==> src/rtl/hazard_stall_ctrl_pkg.sv <==
// Shared encodings and defaults for the pipeline stall/flush controller.
package hazard_stall_ctrl_pkg;

    // Tuse encoding: cycles until the D-stage instruction consumes an operand.
    localparam logic [1:0] TUSE_NEVER = 2'd3;

    // Tnew encoding: cycles until a producer's result can be forwarded.
    localparam logic [1:0] TNEW_0 = 2'd0;
    localparam logic [1:0] TNEW_1 = 2'd1;
    localparam logic [1:0] TNEW_2 = 2'd2;

    // Busy cycles of the mult/div unit after the starting instruction leaves E.
    localparam int MULT_CYCLES_DEF = 5;
    localparam int DIV_CYCLES_DEF  = 10;

    // Width of the register specifier fields.
    localparam int REG_W = 5;

    typedef enum logic {
        MDU_IDLE = 1'b0,
        MDU_BUSY = 1'b1
    } mdu_state_t;

    // True when a D-stage source matches a not-yet-ready producer.
    // Register 0 is hard-wired to zero, so it never creates a dependency.
    function automatic logic reg_hazard(
        input logic [REG_W-1:0] src,
        input logic [1:0]       tuse,
        input logic [REG_W-1:0] wa,
        input logic [1:0]       tnew
    );
        return (src != '0) && (src == wa) && (tuse < tnew);
    endfunction

endpackage

==> src/rtl/hazard_stall_ctrl_mdu_busy_timer.sv <==
// Mult/div occupancy timer: IDLE/BUSY FSM with a down counter loaded on start.
module mdu_busy_timer
    import hazard_stall_ctrl_pkg::*;
#(
    parameter int MULT_CYCLES = MULT_CYCLES_DEF,
    parameter int DIV_CYCLES  = DIV_CYCLES_DEF,
    parameter int CNT_W       = 4
) (
    input  logic clk,
    input  logic reset,
    input  logic start,
    input  logic is_div,
    output logic busy
);

    localparam logic [CNT_W-1:0] MULT_LOAD = CNT_W'(MULT_CYCLES);
    localparam logic [CNT_W-1:0] DIV_LOAD  = CNT_W'(DIV_CYCLES);

    mdu_state_t       state;
    logic [CNT_W-1:0] cnt;

    // Load the latency on a start from IDLE, count down to the last busy cycle.
    always_ff @(posedge clk or negedge reset) begin
        if (!reset) begin
            state <= MDU_IDLE;
            cnt   <= '0;
        end else begin
            case (state)
                MDU_IDLE: begin
                    if (start) begin
                        state <= MDU_BUSY;
                        cnt   <= is_div ? DIV_LOAD : MULT_LOAD;
                    end
                end
                MDU_BUSY: begin
                    // A start while busy is ignored; the guard on <=1 keeps cnt from wrapping.
                    if (cnt <= CNT_W'(1)) begin
                        state <= MDU_IDLE;
                        cnt   <= '0;
                    end else begin
                        cnt <= cnt - CNT_W'(1);
                    end
                end
                default: begin
                    state <= MDU_IDLE;
                    cnt   <= '0;
                end
            endcase
        end
    end

    assign busy = (state == MDU_BUSY);

`ifndef SYNTHESIS
    // A new mult/div cannot reach E while D is held behind a busy unit.
    start_while_busy_a: assert property (@(posedge clk) disable iff (!reset)
        !(start && state == MDU_BUSY))
        else $error("mdu_busy_timer: start asserted while busy");
`endif

endmodule

==> src/rtl/hazard_stall_ctrl.sv <==
// Stall/flush controller: register-hazard and mult/div-hazard detection for the
// D stage, driving the PC and IF/ID enables and the ID/EX bubble.
module hazard_stall_ctrl
    import hazard_stall_ctrl_pkg::*;
#(
    parameter int MULT_CYCLES = MULT_CYCLES_DEF,
    parameter int DIV_CYCLES  = DIV_CYCLES_DEF,
    parameter int CNT_W       = 4
) (
    input  logic             clk,
    input  logic             reset,
    input  logic [REG_W-1:0] D_rs,
    input  logic [REG_W-1:0] D_rt,
    input  logic [1:0]       D_rs_tuse,
    input  logic [1:0]       D_rt_tuse,
    input  logic             D_is_mdu,
    input  logic [REG_W-1:0] E_wa,
    input  logic [1:0]       E_tnew,
    input  logic [REG_W-1:0] M_wa,
    input  logic [1:0]       M_tnew,
    input  logic             E_mdu_start,
    input  logic             E_mdu_is_div,
    output logic             pc_en,
    output logic             fd_en,
    output logic             de_flush,
    output logic             mdu_busy,
    output logic             stall
);

    logic reg_stall;
    logic mdu_stall;

    mdu_busy_timer #(
        .MULT_CYCLES (MULT_CYCLES),
        .DIV_CYCLES  (DIV_CYCLES),
        .CNT_W       (CNT_W)
    ) u_timer (
        .clk    (clk),
        .reset  (reset),
        .start  (E_mdu_start),
        .is_div (E_mdu_is_div),
        .busy   (mdu_busy)
    );

    // Combine hazards; while reset is held the pipeline free-runs with no bubbles.
    always_comb begin
        reg_stall = reg_hazard(D_rs, D_rs_tuse, E_wa, E_tnew)
                  | reg_hazard(D_rs, D_rs_tuse, M_wa, M_tnew)
                  | reg_hazard(D_rt, D_rt_tuse, E_wa, E_tnew)
                  | reg_hazard(D_rt, D_rt_tuse, M_wa, M_tnew);
        mdu_stall = D_is_mdu & (mdu_busy | E_mdu_start);
        stall     = reset & (reg_stall | mdu_stall);
        pc_en     = ~stall;
        fd_en     = ~stall;
        de_flush  = stall;
    end

endmodule

==> config.mk <==
export PLATFORM = sky130hd
export DESIGN_NAME = hazard_stall_ctrl
export DESIGN_NICKNAME = d
export VERILOG_FILES = /design/src/rtl/hazard_stall_ctrl_pkg.sv /design/src/rtl/hazard_stall_ctrl_mdu_busy_timer.sv /design/src/rtl/hazard_stall_ctrl.sv
export SDC_FILE = /design/constraint.sdc
export NUM_CORES = 1
export LEC_CHECK = 0
export BUFFER_PORTS_ARGS = -buffer_cell sky130_fd_sc_hd__buf_2
export CAP_MARGIN = 30
export CORE_MARGIN = 2
export CORE_UTILIZATION = 38
export DETAILED_ROUTE_END_ITERATION = 12
export PLACE_DENSITY_LB_ADDON = 0.08
export SYNTH_ARGS = -nofsm -noshare
export SYNTH_HDL_FRONTEND = slang
export SYNTH_SLANG_ARGS = --single-unit
==> constraint.sdc <==
create_clock -name clk -period 2.5 [get_ports clk]
set_clock_uncertainty 0.15 [all_clocks]
set_input_delay 0.625 -clock clk [delete_from_list [all_inputs] [get_ports clk]]
set_output_delay 0.625 -clock clk [all_outputs]
set_load 0.01 [all_outputs]
# Word level (Yosys, flattened, before mapping)
# Index checks and enable logic that the tools add are counted.
[word_totals]
reg_bits = 5
input_bits = 33
output_inout_bits = 5
word_cells = 39
[op_classes]
add_sub_neg = 1
order_cmp = 5
eq_ne = 5
mux = 7
n_bitwise = 9
reduce_logical = 10
[ops]
columns = ["op", "count"]
rows = [
  ["$eq 5x5->1", 4],
  ["$mux 4", 3],
  ["$reduce_bool 5->1", 2],
  ["$logic_and 1x1->1", 8],
  ["$lt 2x2->1", 4],
  ["$pmux 4 s2", 1],
  ["$or 1x1->1", 5],
  ["$le 4x1->1 const B", 1],
  ["$sub 4x1->4 const B", 1],
  ["$and 1x1->1", 2],
  ["$mux 1", 2],
  ["$ne 2x2->1 const B", 1],
  ["$not 1->1", 2],
  ["$pmux 1 s2", 1],
]

# Depth between registers and ports, before layout
[depth]
depth_word = 9
ltp_mapped = 7
ltp_nobuf = 7

# Hierarchy
# From an unflattened synthesis, not the netlist that was laid out.
[unflattened]
hier_cells = 81
hier_area_um2 = 704.4
[modules_own_cells]
columns = ["module", "instances", "cells_each", "area_per_inst_um2", "seq_area_each_um2"]
rows = [
  ["hazard_stall_ctrl", 1, 51, 400.4, 0.0],
  ["mdu_busy_timer", 1, 30, 304.0, 125.1],
]

# Worst setup path after synthesis
# No wires, ideal clock.
[synth_path]
kind = "input to output"
start = "in D_rs[1]"
end = "out pc_en"
arrival_ns = 1.913
required_ns = 1.725
path_slack_ns = -0.188
path_stages = 5
path_buffers = 1
cell_sequence = "or4_1 nor2_1 a21oi_1 o31ai_1 buf_4"
[synth_via]
elab_chain_cells = 9
elab_cells_between_ends = 13
classes_between = "2 x eq/ne; 6 x bitwise; 5 x reduce/logical"
[synth_lines]
columns = ["item", "line", "text"]
rows = [
  ["from (decl)", "hazard_stall_ctrl.sv:12", "input logic [REG_W-1:0] D_rs,"],
  ["$eq 5x5->1 or $reduce_bool 5->1 (tied branches)", "hazard_stall_ctrl_pkg.sv:32", "return (src != '0) && (src == wa) && (tuse < tnew);"],
  ["$logic_and 1x1->1 (2 in series)", "hazard_stall_ctrl_pkg.sv:32", ""],
  ["$or 1x1->1 *", "hazard_stall_ctrl.sv:48", "| reg_hazard(D_rs, D_rs_tuse, M_wa, M_tnew)"],
  ["$or 1x1->1 *", "hazard_stall_ctrl.sv:49", "| reg_hazard(D_rt, D_rt_tuse, E_wa, E_tnew)"],
  ["$or 1x1->1 *", "hazard_stall_ctrl.sv:50", "| reg_hazard(D_rt, D_rt_tuse, M_wa, M_tnew);"],
  ["$or 1x1->1 *", "hazard_stall_ctrl.sv:52", "stall = reset & (reg_stall | mdu_stall);"],
  ["$and 1x1->1 *", "hazard_stall_ctrl.sv:52", ""],
  ["$not 1->1 *", "--", ""],
  ["to (decl)", "hazard_stall_ctrl.sv:23", "output logic pc_en,"],
]
# Every way passes the cells marked *; elsewhere a longest branch is shown, timed or not.

# Final worst setup path
[layout_path]
start = "in D_rt[1]"
end = "out stall"
[layout_via]
elab_chain_cells = 7
elab_cells_between_ends = 11
classes_between = "2 x eq/ne; 4 x bitwise; 5 x reduce/logical"
[layout_lines]
columns = ["item", "line", "text"]
rows = [
  ["from (decl)", "hazard_stall_ctrl.sv:13", "input logic [REG_W-1:0] D_rt,"],
  ["$eq 5x5->1 or $reduce_bool 5->1 (tied branches)", "hazard_stall_ctrl_pkg.sv:32", ""],
  ["$logic_and 1x1->1 (2 in series)", "hazard_stall_ctrl_pkg.sv:32", ""],
  ["$or 1x1->1", "hazard_stall_ctrl.sv:49", ""],
  ["$or 1x1->1 *", "hazard_stall_ctrl.sv:50", ""],
  ["$or 1x1->1 *", "hazard_stall_ctrl.sv:52", ""],
  ["$and 1x1->1 *", "hazard_stall_ctrl.sv:52", ""],
  ["to (decl)", "hazard_stall_ctrl.sv:27", "output logic stall"],
]
# Marks and branches as above.

==> qor.log <==
[run_status] run status finished, violations left
[run_status] violations in the final reports negative setup slack
[critical_path] delay of the slowest cell on the worst path 540 ps
[grt] number of global-route vias before repair 765
[hold_path] worst min path class primary input to asynchronous set/reset pin
[logic_synthesis] netlist area before placement 679 um2
[finish] n_diodes 0
[placement] Placement Setup Slack -302 ps
[timing] slew at the pin with the worst max-slew slack 585 ps
[finish] number of nets in the layout 173
[cts] Root Driver sky130_fd_sc_hd__clkbuf_4
[power] net switching power of the design 0.000256 W
[critical_path] depth of the critical timing path with buffers and inverters included 6
[power] P_leak 0.528 nW
[finish] footprint of the flip-flops and latches 125 um2
[logic_synthesis] number of distinct library cells after synthesis 27
[cts] clock buffers created by TritonCTS 3
[power] highest ir drop seen on vdd 0.000472 V
[logic_synthesis] number of enable flip-flop cells after synthesis 0
[logic_synthesis] count of synthesis-stage warnings from yosys 0
[critical_path] cell mode on critical path sky130_fd_sc_hd__buf_2
[route] residual antenna-violating net count after detailed routing 0
[cts] Max H-tree Level 1
[critical_path] critical path arrival 1880 ps
[finish] number of filler instances in the final layout 153
[grt] first-pass GRT wire length 3070 um
[power] Sequential Power Share 25.8%
[finish] ratio of cells with drive above 1 in the final layout 54.1%
[logic_synthesis] Synth Area per Inst 8.49 um2
[placement] buffers added on ports 37
[logic_synthesis] synthesized instance count 80
[route] average wire length per cell after detail routing 12.8 um
[flow_run] max-cap viol count 0
[critical_path] critical path peak fanout 3
[floorplan] Die Ht 46.3 um
[floorplan] DIE WIDTH 46.3 um
[placement] total cell area at the placement stage 1040 um2
[route] total number of vias 777
[timing] unrepaired setup endpoints after global routing true
[floorplan] Std-Cell Core Area 1710 um2
[critical_path] endpoint kind of the worst setup timing path output port
[floorplan] total number of placement rows 15
[timing] Fmax 376 MHz
[route] First DRT Iteration DRCs 8
[timing] total negative slack -595 ps
[critical_path] largest delay contributor family on the critical path simple AND/OR/NAND/NOR gates
[power] net switching fraction of the power 41.1%
[finish] layout-stage area growth over the synthesis result 75.3%
[cts] CTS tree built
[timing] shortest period the worst path allows 2660 ps
[logic_synthesis] Post-Synthesis Net Count 119
[finish] multi-input gate area in the final layout 634 um2
[power] pwr/cell area 522 nW/um2
[placement] half-perimeter wire length after placement 1690 um
[route] First-pass DRT Iterations 2
[grt] final global-route overflow total 0
[cts] Max Buffers Root-to-Sink 2
[critical_path] Worst R2R End u_timer.cnt[3]
[placement] GP Congestion 0.789
[critical_path] data required time at the worst endpoint 1730 ps
[critical_path] worst setup slack for register-to-register paths 620 ps
[finish] final non-filler cell area 1190 um2
[finish] leading cell type in the layout, fill and taps excluded sky130_fd_sc_hd__buf_2
[logic_synthesis] primary flip-flop cell chosen by synthesis mapping sky130_fd_sc_hd__dfrtp_1
[timing] max-slew violation count 0
[critical_path] depth of the worst register-to-register path 7
[cts] CTS clock-pin slew for the worst setup and hold paths 40 ps
[timing] relative slew slack 60.6%
[route] DRC violation count after routing 0
[power] proportion of power drawn by the clock network 15.1%
[floorplan] starting density of the core 39.8%
[grt] pin count of the biggest net entering global routing 12
[cts] clock insertion delay at the later pin of the skew report 240 ps
[power] Comb power frac 59.1%
[critical_path] total buffers and inverters traversed by the critical path 2
[logic_synthesis] Async S/R FF share, synth 100%
[critical_path] type of the worst setup path primary input to output port
[finish] share of the core filled with cells in the final layout 69.7%
[route] wire length after detailed routing 2020 um
[timing] number of endpoints failing setup at the final stage 4
[critical_path] cell with the largest stage delay on the worst path sky130_fd_sc_hd__or4_4
[timing] Hold Vio Cnt, Final 0
[critical_path] critical register-to-register path startpoint u_timer.cnt[0]
[cts] count of hold buffers inserted by post-cts repair 0
[critical_path] launching element type of the critical path primary input
[logic_synthesis] sequential fraction of the synthesis area 18.4%
[grt] antenna violations before repair 0
[timing] min setup slack post-route -159 ps
[logic_synthesis] number of synthesized register bits 5
[route] Avg Vias per Cell 4.92
[timing] share of the clock period used by the worst path after layout 106%
[cts] clk sink count 5
[floorplan] area enclosed by the die boundary 2140 um2
[finish] commonest cells after routing, fill and taps aside sky130_fd_sc_hd__buf_2 (31), sky130_fd_sc_hd__buf_4 (15), sky130_fd_sc_hd__xor2_1 (11)
[floorplan] I/O Pins 38
[power] Pint 0.000366 W
[grt] total routing resource utilization after global routing 20.5%
[critical_path] sequence of cells on the critical path buf_2, or4_4, nor2_2, a21oi_2, o31a_1, buf_2
-- area by class of cell --
class                           instances  area share, %
Multi-Input combinational cell         66           53.3
Tap cell                               25           2.63
Inverter                                6           2.94
Clock buffer                            4           2.21
Timing Repair Buffer                   52           28.5
Sequential cell                         5           10.5
-- worst max path at each step --
stage,from,to
6_report,D_rt[1],stall
5_1_grt,E_tnew[1],stall
4_1_cts,E_tnew[1],stall
3_5_place_dp,E_tnew[1],stall
3_3_place_gp,E_tnew[1],de_flush
2_1_floorplan,E_tnew[1],stall
-- per-stage QoR --
stage | hold WS (ps) | instances | total power [W]
final | 64.3 | 158 | 0.000622
after global routing | 54.5 | 158 | 0.000685
after CTS | 55.4 | 158 | 0.000609
after detailed placement | 319 | 154 | 0.000504
after global placement | 316 | 154 | 0.000487
after floorplan | 179 | 80 | 0.000375
-- flip-flops by register name (all words and copies together), names as in the netlist --
name / flops
u_timer.cnt: 4
u_timer.busy: 1
-- repair_timing --
| action | 4_1_cts | 5_1_grt |
|---|---|---|
| setup endpoints to repair | 4 | 4 |
| pin swaps | 8 | 17 |
| setup buffers | 0 | 0 |
| gates resized for setup | 5 | 21 |
| endpoints found under the hold margin | 0 | 0 |
-- logic make-up after synthesis --
logic type	synth area share, %
compound gates	19.9
mux	1.47
flops	18.4
simple gates	17.3
fa+ha+maj	11.0
buf+inv	6.08
xor+xnor	25.8
-- cells in the mapped netlist, types with 2 or more instances --
master	instances	area, um2
sky130_fd_sc_hd__o22ai_1	3	18.8
sky130_fd_sc_hd__buf_4	2	15.0
sky130_fd_sc_hd__ha_1	6	75.1
sky130_fd_sc_hd__o31ai_1	2	15.0
sky130_fd_sc_hd__nor4_1	2	12.5
sky130_fd_sc_hd__o21ai_0	3	15.0
sky130_fd_sc_hd__inv_1	6	22.5
sky130_fd_sc_hd__a2111oi_2	2	30.0
sky130_fd_sc_hd__a21oi_1	3	15.0
sky130_fd_sc_hd__xor2_1	12	105
sky130_fd_sc_hd__nand4_1	3	18.8
sky130_fd_sc_hd__nor2_1	5	18.8
sky130_fd_sc_hd__xnor2_1	8	70.1
sky130_fd_sc_hd__o31a_1	2	17.5
sky130_fd_sc_hd__nand2_1	2	7.51
sky130_fd_sc_hd__dfrtp_1	5	125
sky130_fd_sc_hd__nand2b_1	3	18.8
sky130_fd_sc_hd__or4_1	2	15.0
-- power groups by stage --
stage          clock network (W)  logic [W]  registers (W)
5_1_grt                 0.000106   0.000415       0.000164
6_report               0.0000941   0.000367       0.000160
3_5_place_dp                   0   0.000345       0.000159
2_1_floorplan                  0   0.000220       0.000155
4_1_cts                0.0000977   0.000353       0.000158
3_3_place_gp                   0   0.000331       0.000156
-- worst register-to-register path: cells and delay by family, from the launching register on --
kind            cells  cell delay (ps)
simple gates        2              170
flops               1              410
fa+ha+maj           1              180
buf+inv             1               80
compound gates      3              750
-- layer usage --
metal,routed length (um),GRT usage (%),vias up
li1,-,-,395
met1,914,26.8,351
met2,975,31.4,29
met3,111,7.84,2
met4,21,5.14,0
met5,0,0,-
(Power assumes the default switching activity.)
